<file path="src/rtl/sram_arb_pkg.sv">
// sram_arb_pkg: shared owner encoding and default starvation limit for the SRAM port arbiter
package sram_arb_pkg;
    typedef enum logic [1:0] {
        OWN_NONE = 2'd0,
        OWN_INST = 2'd1,
        OWN_DATA = 2'd2
    } owner_t;
    localparam int STARVE_LIMIT_DEF = 4;
endpackage

</file>
<file path="src/rtl/sram_arb_pick.sv">
// sram_arb_pick: 2-way priority picker, data first unless fetch has starved
module sram_arb_pick
    import sram_arb_pkg::*;
(
    input  logic       i_inst_req,
    input  logic       i_data_req,
    input  logic       i_starved,
    output logic [1:0] o_gnt
);
    // bit 0 grants fetch, bit 1 grants data
    assign o_gnt[0] = i_inst_req && (!i_data_req || i_starved);
    assign o_gnt[1] = i_data_req && !o_gnt[0];
endmodule

</file>
<file path="src/rtl/sram_port_arbiter.sv">
// sram_port_arbiter: shares one single-ported SRAM between the fetch and load/store ports
module sram_port_arbiter
    import sram_arb_pkg::*;
#(
    parameter int ADDR_W       = 32,
    parameter int DATA_W       = 32,
    parameter int STARVE_LIMIT = STARVE_LIMIT_DEF
) (
    input  logic              clk,
    input  logic              reset,
    input  logic              i_req,
    input  logic [ADDR_W-1:0] i_addr,
    output logic              i_gnt,
    output logic              i_rvalid,
    output logic [DATA_W-1:0] i_rdata,
    input  logic              d_req,
    input  logic              d_we,
    input  logic [ADDR_W-1:0] d_addr,
    input  logic [DATA_W-1:0] d_wdata,
    output logic              d_gnt,
    output logic              d_rvalid,
    output logic [DATA_W-1:0] d_rdata,
    output logic              mem_en,
    output logic              mem_we,
    output logic [ADDR_W-1:0] mem_addr,
    output logic [DATA_W-1:0] mem_wdata,
    input  logic [DATA_W-1:0] mem_rdata
);
    localparam int CW = $clog2(STARVE_LIMIT + 2);
    localparam logic [CW-1:0] LIM = CW'(STARVE_LIMIT);

    owner_t        r_owner, w_owner_nxt;
    logic [CW-1:0] r_starve, w_starve_nxt;
    logic [1:0]    w_pick;
    logic          w_ig, w_dg;

    sram_arb_pick u_pick (
        .i_inst_req (i_req),
        .i_data_req (d_req),
        .i_starved  (r_starve == LIM),
        .o_gnt      (w_pick)
    );

    always_comb begin
        w_ig         = !reset && w_pick[0];
        w_dg         = !reset && w_pick[1];
        i_gnt        = w_ig;
        d_gnt        = w_dg;
        mem_en       = w_ig || w_dg;
        mem_we       = w_dg && d_we;
        mem_addr     = w_dg ? d_addr : w_ig ? i_addr : '0;
        mem_wdata    = w_dg ? d_wdata : '0;
        w_owner_nxt  = w_dg ? OWN_DATA : w_ig ? OWN_INST : OWN_NONE;
        w_starve_nxt = (!i_req || w_ig) ? '0 : (w_dg && r_starve != LIM) ? r_starve + CW'(1) : r_starve;
        // reset also masks a response still owed from before reset
        i_rvalid     = !reset && r_owner == OWN_INST;
        d_rvalid     = !reset && r_owner == OWN_DATA;
        i_rdata      = mem_rdata;
        d_rdata      = mem_rdata;
    end

    always_ff @(posedge clk) begin
        if (reset) begin
            r_owner  <= OWN_NONE;
            r_starve <= '0;
        end else begin
            r_owner  <= w_owner_nxt;
            r_starve <= w_starve_nxt;
        end
    end
endmodule

</file>
<file path="config.mk">
export PLATFORM = sky130hd
export DESIGN_NAME = sram_port_arbiter
export DESIGN_NICKNAME = d
export VERILOG_FILES = /design/src/rtl/sram_arb_pkg.sv /design/src/rtl/sram_arb_pick.sv /design/src/rtl/sram_port_arbiter.sv
export SDC_FILE = /design/constraint.sdc
export NUM_CORES = 1
export LEC_CHECK = 0
export ABC_AREA = 1
export ABC_CLOCK_PERIOD_IN_PS = 1860
export CAP_MARGIN = 5
export CORE_AREA = 2 2 103 105
export DETAILED_ROUTE_END_ITERATION = 12
export DIE_AREA = 0 0 105 107
export GPL_TIMING_DRIVEN = 0
export RECOVER_POWER = 25
export SETUP_SLACK_MARGIN = 0.1
export SYNTH_ARGS = -nofsm -noshare
export SYNTH_HDL_FRONTEND = slang
export SYNTH_HIERARCHICAL = 1
export SYNTH_SLANG_ARGS = --single-unit
</file>
<file path="constraint.sdc">
create_clock -name clk -period 1.86 [get_ports clk]
set_clock_uncertainty 0.1 [all_clocks]
set_input_delay 0.465 -clock clk [delete_from_list [all_inputs] [get_ports clk]]
set_output_delay 0.465 -clock clk [all_outputs]
set_load 0.01 [all_outputs]
</file>
### After elaboration in Yosys (flattened, before gate mapping)

Cells that the tools add are included.

* multiplexer cells: 5
* eq/ne operators: 4
* add/sub/neg operators: 1
* reduce and logical (&&, ||, !) cells: 17

Operator list (number)
* $mux W32: 3
* $logic_and A1 B1 Y1: 8
* $logic_not A1 Y1: 4
* $reduce_or A2 Y1: 2
* $add A3 B1 Y3 const B: 1
* $eq A3 B3 Y1 const B: 1
* $logic_or A1 B1 Y1: 3
* $ne A3 B3 Y1 const B: 1
* $eq A2 B1 Y1 const B: 1
* $eq A2 B2 Y1 const B: 1
* $mux W2: 1
* $mux W1: 1

* word-level logic and storage cells: 30
* input bits: 133
* register bits: 5

### Depth between registers and ports, before layout

Gate-level depths: netlist of the first run.

* word-level depth: 7
* mapped depth: 13

### By module

Netlist of the first run, hierarchy kept.

Modules (own cells, without submodules)
* sram_port_arbiter: instances 1, cells an instance 277, area an instance 1525.2 um^2, seq. area each 100.1 um^2
* sram_arb_pick: instances 1, cells an instance 4, area an instance 27.5 um^2, seq. area each 0.0 um^2

### Worst setup path after synthesis of the first run

No wires, ideal clock.

* path kind: register to output
* from: reg r_starve[0]
* to: out mem_addr[22]
* cell stages (with the launch flop): 11
* path buffers: 1
* setup slack: -0.196 ns
* arrival time: 1.491 ns
* path through: dfxtp_1 inv_1 ha_1 nand2_1 inv_1 a21boi_2 inv_2 nor2_8 buf_4 nand2_1 nand2_1

* longest elaborated chain between the ends: 7

Ends and longest elaborated chain
* from (decl): RTL line sram_port_arbiter.sv:33 `logic [CW-1:0] r_starve, w_starve_nxt;`
* from (signal assigned): RTL line sram_port_arbiter.sv:68 `r_starve <= w_starve_nxt;`
* $eq A3 B3 Y1: RTL line sram_port_arbiter.sv:40 `.i_starved (r_starve == LIM),`
* $logic_or A1 B1 Y1: RTL line sram_arb_pick.sv:11 `assign o_gnt[0] = i_inst_req && (!i_data_req || i_starved);`
* $logic_and A1 B1 Y1: RTL line sram_arb_pick.sv:11
* $logic_not A1 Y1: RTL line sram_arb_pick.sv:12 `assign o_gnt[1] = i_data_req && !o_gnt[0];`
* $logic_and A1 B1 Y1: RTL line sram_arb_pick.sv:12
* net w_pick[1]: RTL line sram_port_arbiter.sv:34 `logic [1:0] w_pick;`
* $logic_and A1 B1 Y1: RTL line sram_port_arbiter.sv:46 `w_dg = !reset && w_pick[1];`
* net d_gnt: RTL line sram_port_arbiter.sv:20 `output logic d_gnt,`
* $mux W32: RTL line sram_port_arbiter.sv:51 `mem_addr = w_dg ? d_addr : w_ig ? i_addr : '0;`
* to (decl): RTL line sram_port_arbiter.sv:25 `output logic [ADDR_W-1:0] mem_addr,`

The timed path passes the listed nets, and every way through them passes these cells.

### Worst setup path in the final report of the first run

* from: reg r_starve[0]
* to: out mem_addr[20]

* longest elaborated chain between the ends: 7

Ends and longest elaborated chain (RTL line)
* $eq A3 B3 Y1: sram_port_arbiter.sv:40
* $logic_or A1 B1 Y1: sram_arb_pick.sv:11
* $logic_and A1 B1 Y1: sram_arb_pick.sv:11
* $logic_not A1 Y1: sram_arb_pick.sv:12
* $logic_and A1 B1 Y1: sram_arb_pick.sv:12
* net w_pick[1]: sram_port_arbiter.sv:34
* $logic_and A1 B1 Y1: sram_port_arbiter.sv:46
* $mux W32: sram_port_arbiter.sv:51

The timed path passes the listed nets, and every way through them passes these cells.

==> impl_metrics.csv, run 1 <==
group,metric,value,unit
run_status,status,"complete, but fails checks",
run_status,failed_checks,"negative setup slack",
setup_path,critPathRequiredTime,1.29,ns
yosys,netlist.area_leader.share,33.36,%
final_layout,nNetsFinal,690,
global_route,grt_pass1_vias,2408,
placed_design,dp_cells,650,
die,rows,37,
timing,setup_viol,69,
global_route,grt_max_degree,11,
setup_path,cp.arrival,1.88,ns
setup_path,cp-startpoint,"r_starve[0]$_SDFFE_PP0P_",
placed_design,hpwl,6211,µm
global_route,overflow,0,
timing,tns,-33.37,ns
detailed_routing,drtPass1Iterations,3,
setup_path,critPathLaunchType,"flip-flop",
cts,htreeDepth,1,
job,cap_violations,0,
power,internal-power,0.9129,mW
yosys,yosys.cell_types.count,19,
power,finalPower,1.334,mW
cts,cts-root-buf,"clkbuf_8",
cts,clockBufferDepth,2,
timing,fin_ws,-0.5851,ns
placed_design,finalWeightedCongestion,0.7199,
global_route,grt_pass1_wl,11110,µm
die,die_w,105,µm
yosys,ys_ff_latch,5,
final_layout,antenna_cells,0,
timing,rsz0062_at_grt,"yes",
yosys,synth_fp_nets,416,
power,seq_power_share,8.4,%
power,ir_worst_vdd,0.1687,mV
setup_path,cp_max_fo,6,
setup_path,crit_family,"buffers and inverters",
power,switching_share,31.58,%
setup_path,timing.rr.start,"r_starve[0]$_SDFFE_PP0P_",
timing,min_period_over_period,131.5,%
placed_design,place_area,4400,µm²
global_route,groute.usage.overall,11.87,%
detailed_routing,wl_per_cell,11.64,µm
yosys,ys_seq_area_share,6.446,%
detailed_routing,drc_errors,0,
final_layout,final_cell_mix,"clkdlybuf4s50_1, buf_4, buf_6",
yosys,avgSynthCellArea,5.526,µm²
yosys,syn_area,1553,µm²
final_layout,multi_input_area,1197,µm²
yosys,yosysTopAreaCell,"buf_4",
detailed_routing,drtIter0Drc,64,
final_layout,fillers,1022,
setup_path,crit_type,"reg2out",
detailed_routing,avgViaCountPerCell,3.742,
cts,clk_latency,0.22,ns
die,start_util,15.39,%
final_layout,fin_cells,690,
timing,slew_headroom,80.17,%
setup_path,crit_buf_inv,8,
setup_path,end_kind,"output pin",
yosys,yosysWarningCount,6,
timing,hold_viol_final,0,
timing,slew_violations,0,
timing,max_freq,409.0,MHz
cts,numCtsBuffers,3,
cts,tritoncts,"yes",
yosys,synth_area_leaders,"buf_4, nand2_1, inv_1",
final_layout,layout-area-overhead-vs-synth,229.0,%
cts,cts_sinks,5,
die,io_pins,267,
die,dieArea,11240,µm²
min_path,hold_path_class,"in2reg",
die,die_y,107,µm
cts,clkTransAtPathRegs,0.04,ns
setup_path,cp_slowest_cell,"dfxtp_2",
setup_path,crit_chain,"inv_2, ha_4, nand2_4, inv_4, a21boi_4, buf_6, inv_8, nor2_8, buf_12, buf_8, buf_6, nand2_2, nand2_2, buf_6",
timing,period_needed,2.445,ns
power,p_comb_share,76.5,%
power,leakage,2.544,nW
setup_path,reg2reg_slack,-0.05,ns
final_layout,drive_gt1_share,55.78,%
final_layout,seq_area,102.6,µm²
global_route,antenna_found_initial,0,
placed_design,portBuffers,233,
setup_path,critPathMaxStageDelay,0.33,ns
power,clkPwrFrac,15.1,%
min_path,hp-start,"reset",
yosys,postSynthCellCount,281,
power,p_switching,0.4213,mW
power,p_per_area,261.2,nW/µm²
final_layout,mostFrequentLayoutCell,"clkdlybuf4s50_1",
detailed_routing,routed_wl,8035,µm
final_layout,final_cell_area,5109,µm²
setup_path,crit_top_cell,"buf_6",
detailed_routing,vias,2582,
cts,hold_buffers,0,
detailed_routing,ant_nets,0,
timing,tightest_slew,0.2971,ns
die,fp.coreArea,10090,µm²
-- state kept, by name, indices dropped and copies added, names as in the netlist --
| register | cells |
|---|---|
| r_starve | 3 |
| r_owner | 2 |
-- through the flow --
step           setup WS, ns  hold slack (ns)  utilization, %
2_1_floorplan      -0.07701           0.3559               -
3_3_place_gp         -1.103           0.3662           43.60
3_5_place_dp         -1.099           0.3804           43.60
4_1_cts             -0.5580           0.3875           48.18
5_1_grt             -0.6572           0.3959           50.62
6_report            -0.5851           0.3919           50.62
-- worst paths after layout --
check / to / cells past startpoint
hold reg to reg: r_starve[0]$_SDFFE_PP0P_ / 3
setup reg to reg: r_starve[2]$_SDFFE_PP0P_ / 13
hold / removal: r_owner[1]$_SDFF_PP0_ / 2
setup / recovery: mem_addr[20] / 14
-- cells in the mapped netlist --
library cell / n
a21boi_2: 1
nor2_1: 36
nor3_1: 2
inv_1: 43
inv_6: 1
a21oi_2: 1
o21ai_0: 1
nand3_1: 4
nand2_4: 1
buf_6: 4
nand2_2: 10
buf_12: 1
a21oi_1: 2
inv_2: 1
buf_4: 69
dfxtp_1: 5
ha_1: 2
nand2_1: 95
nor2_8: 2
-- power by group through the flow --
stage          sequential [mW]  clock, mW  combinational (mW)
3_3_place_gp             0.113          0               0.872
5_1_grt                  0.112      0.211                1.08
3_5_place_dp             0.113          0               0.881
4_1_cts                  0.112      0.206               0.953
2_1_floorplan            0.113          0               0.364
6_report                 0.112      0.202                1.02
-- cells by family (layout without fill, tap and decap cells) --
logic type | count (synthesis) | after routing | share of synthesized area, %
AO/OA/AOI/OAI | 5 | 5 | 2.256
adder cells (fa/ha/maj) | 2 | 2 | 1.611
buffers and inverters | 119 | 391 | 48.75
flip-flops | 5 | 5 | 6.447
AND/OR/NAND/NOR | 150 | 151 | 40.93
-- layout make-up --
cell class / count / area share (%)
timing repair buffer: 268 / 54.10
clock buffer: 4 / 0.8817
sequential: 5 / 2.008
inverter: 45 / 3.649
tap: 136 / 3.331
multi-input combinational: 158 / 23.44
buffer: 74 / 12.59
-- layer usage --
| metal | global-route usage [%] | routed length, µm |
|---|---|---|
| met2 | 24.91 | 4655 |
| met5 | 0 | 0 |
| met4 | 2.762 | 38 |
| met3 | 4.559 | 856 |
| met1 | 10.41 | 2485 |
-- repair_timing --
item,CTS,global route
gates resized for setup,309,97
gates cloned,4,5
setup endpoints to repair,70,71
pin swaps,7,14
buffers inserted,20,11
No activity file was read; power rests on OpenSTA's default activity.
==> run 2, diff against run 1 <==
- CTS_CLUSTER_SIZE: default -> 10
- MAX_ROUTING_LAYER: default -> met4
==> impl_metrics.csv, run 2 (same netlist as run 1, synthesis figures left out) <==
group,metric,value,unit
die,start_util,15.39,%
final_layout,reg_top3,"r_starve x3, r_owner x2",
placed_design,hpwl,6211,µm
power,leakage,2.525,nW
setup_path,crit_type,"reg2out",
timing,rsz0062_at_grt,"yes",
min_path,hold_path_class,"in2reg",
global_route,grt_pass1_wl,11070,µm
cts,numCtsBuffers,3,
detailed_routing,drc_errors,0,
final_layout,final_cell_area,5215,µm²
die,io_pins,267,
final_layout,layout-area-overhead-vs-synth,235.9,%
cts,tritoncts,"yes",
final_layout,largest_reg_flops,3,
power,p_switching,0.4248,mW
setup_path,cp.arrival,1.89,ns
final_layout,final_cell_mix,"clkdlybuf4s50_1, buf_6, buf_4",
die,die_w,105,µm
detailed_routing,drtPass1Iterations,3,
placed_design,finalWeightedCongestion,0.7283,
detailed_routing,routed_wl,8119,µm
setup_path,critPathRequiredTime,1.29,ns
timing,max_freq,407.5,MHz
timing,hold_viol_final,0,
final_layout,top_register,"r_starve",
die,fp.coreArea,10090,µm²
setup_path,end_kind,"output pin",
final_layout,mostFrequentLayoutCell,"clkdlybuf4s50_1",
global_route,grt_max_degree,11,
cts,clkTransAtPathRegs,0.03,ns
placed_design,portBuffers,233,
cts,cts_sinks,5,
detailed_routing,ant_nets,0,
power,internal-power,0.9254,mW
power,p_per_area,258.9,nW/µm²
cts,clk_latency,0.22,ns
power,clkPwrFrac,14.9,%
power,seq_power_share,8.3,%
global_route,antenna_found_initial,0,
cts,htreeDepth,1,
detailed_routing,drtIter0Drc,66,
run_status,failed_checks,"negative setup slack",
job,cap_violations,0,
detailed_routing,avgViaCountPerCell,3.761,
placed_design,place_area,4400,µm²
global_route,overflow,0,
detailed_routing,vias,2614,
setup_path,critPathLaunchType,"flip-flop",
run_status,status,"complete, but fails checks",
power,switching_share,31.46,%
die,die_y,107,µm
cts,cts-root-buf,"clkbuf_8",
timing,period_needed,2.454,ns
final_layout,antenna_cells,0,
final_layout,drive_gt1_share,56.17,%
cts,hold_buffers,0,
power,ir_worst_vdd,0.1718,mV
timing,min_period_over_period,131.9,%
timing,fin_ws,-0.5941,ns
setup_path,cp_max_fo,6,
timing,tightest_slew,0.3754,ns
global_route,grt_pass1_vias,2421,
final_layout,nNetsFinal,695,
timing,setup_viol,69,
die,dieArea,11240,µm²
cts,clockBufferDepth,2,
global_route,groute.usage.overall,12.20,%
timing,holdWs,0.3944,ns
detailed_routing,wl_per_cell,11.68,µm
power,finalPower,1.350,mW
timing,slew_violations,0,
power,p_comb_share,76.8,%
timing,slew_headroom,74.95,%
die,rows,37,
run 2: stage by stage:
stage	instances	utilization (%)	setup TNS, ns	worst slack [ns]
after floorplan	281	-	-1.904	-0.07701
after global placement	650	43.60	-68.06	-1.103
after detailed placement	650	43.60	-67.63	-1.099
after CTS	678	48.18	-29.90	-0.5580
after global routing	695	51.67	-40.07	-0.6722
final	695	51.67	-34.35	-0.5941
run 2: what timing repair did:
action,in CTS,in global routing
endpoints found under the setup margin,70,71
resized for setup,309,109
setup buffers,20,14
endpoints found under the hold margin,0,0
gates cloned,4,5
pin swaps,7,18
run 2: routing by layer:
layer	up-vias	GRT usage, %	part of all wire, %
met5	-	-	0
met4	0	2.762	0.47
met3	4	3.040	8.0
met2	134	24.91	58
met1	1178	11.32	33
li1	1298	-	-
run 2: power by group through the flow:
| stage | clock network [mW] | logic [mW] | registers, mW |
|---|---|---|---|
| after floorplan | 0 | 0.364 | 0.113 |
| after global placement | 0 | 0.872 | 0.113 |
| after detailed placement | 0 | 0.881 | 0.113 |
| after CTS | 0.206 | 0.953 | 0.112 |
| after global routing | 0.211 | 1.10 | 0.112 |
| final | 0.201 | 1.04 | 0.112 |
run 2: layout make-up:
type | instances | area (µm²)
multi-input combinational | 158 | 1191
tap | 136 | 170.2
clock buffer | 4 | 45.04
fill | 1015 | 4877
timing repair buffer | 273 | 2879
inverter | 45 | 183.9
buffer | 74 | 643.1
sequential | 5 | 102.6
run 2: path summary, 6_finish.rpt:
path	from	to	slack, ns	cells after the start
setup / recovery	r_starve[0]$_SDFFE_PP0P_	mem_addr[20]	-0.59	14
hold / removal	reset	r_owner[1]$_SDFF_PP0_	0.39	2
setup reg to reg	r_starve[0]$_SDFFE_PP0P_	r_starve[2]$_SDFFE_PP0P_	-0.04	13
hold reg to reg	r_starve[2]$_SDFFE_PP0P_	r_starve[2]$_SDFFE_PP0P_	0.48	4
run 2: worst max-delay path, stage by stage (launching register included):
cell and delay, ns:
dfxtp_2 0.34, inv_2 0.05, ha_4 0.16, nand2_4 0.07
inv_4 0.04, a21boi_4 0.16, buf_6 0.13, inv_6 0.04
nor2_8 0.12, buf_12 0.14, buf_8 0.12, buf_6 0.09
nand2_2 0.04, nand2_2 0.05, buf_6 0.10
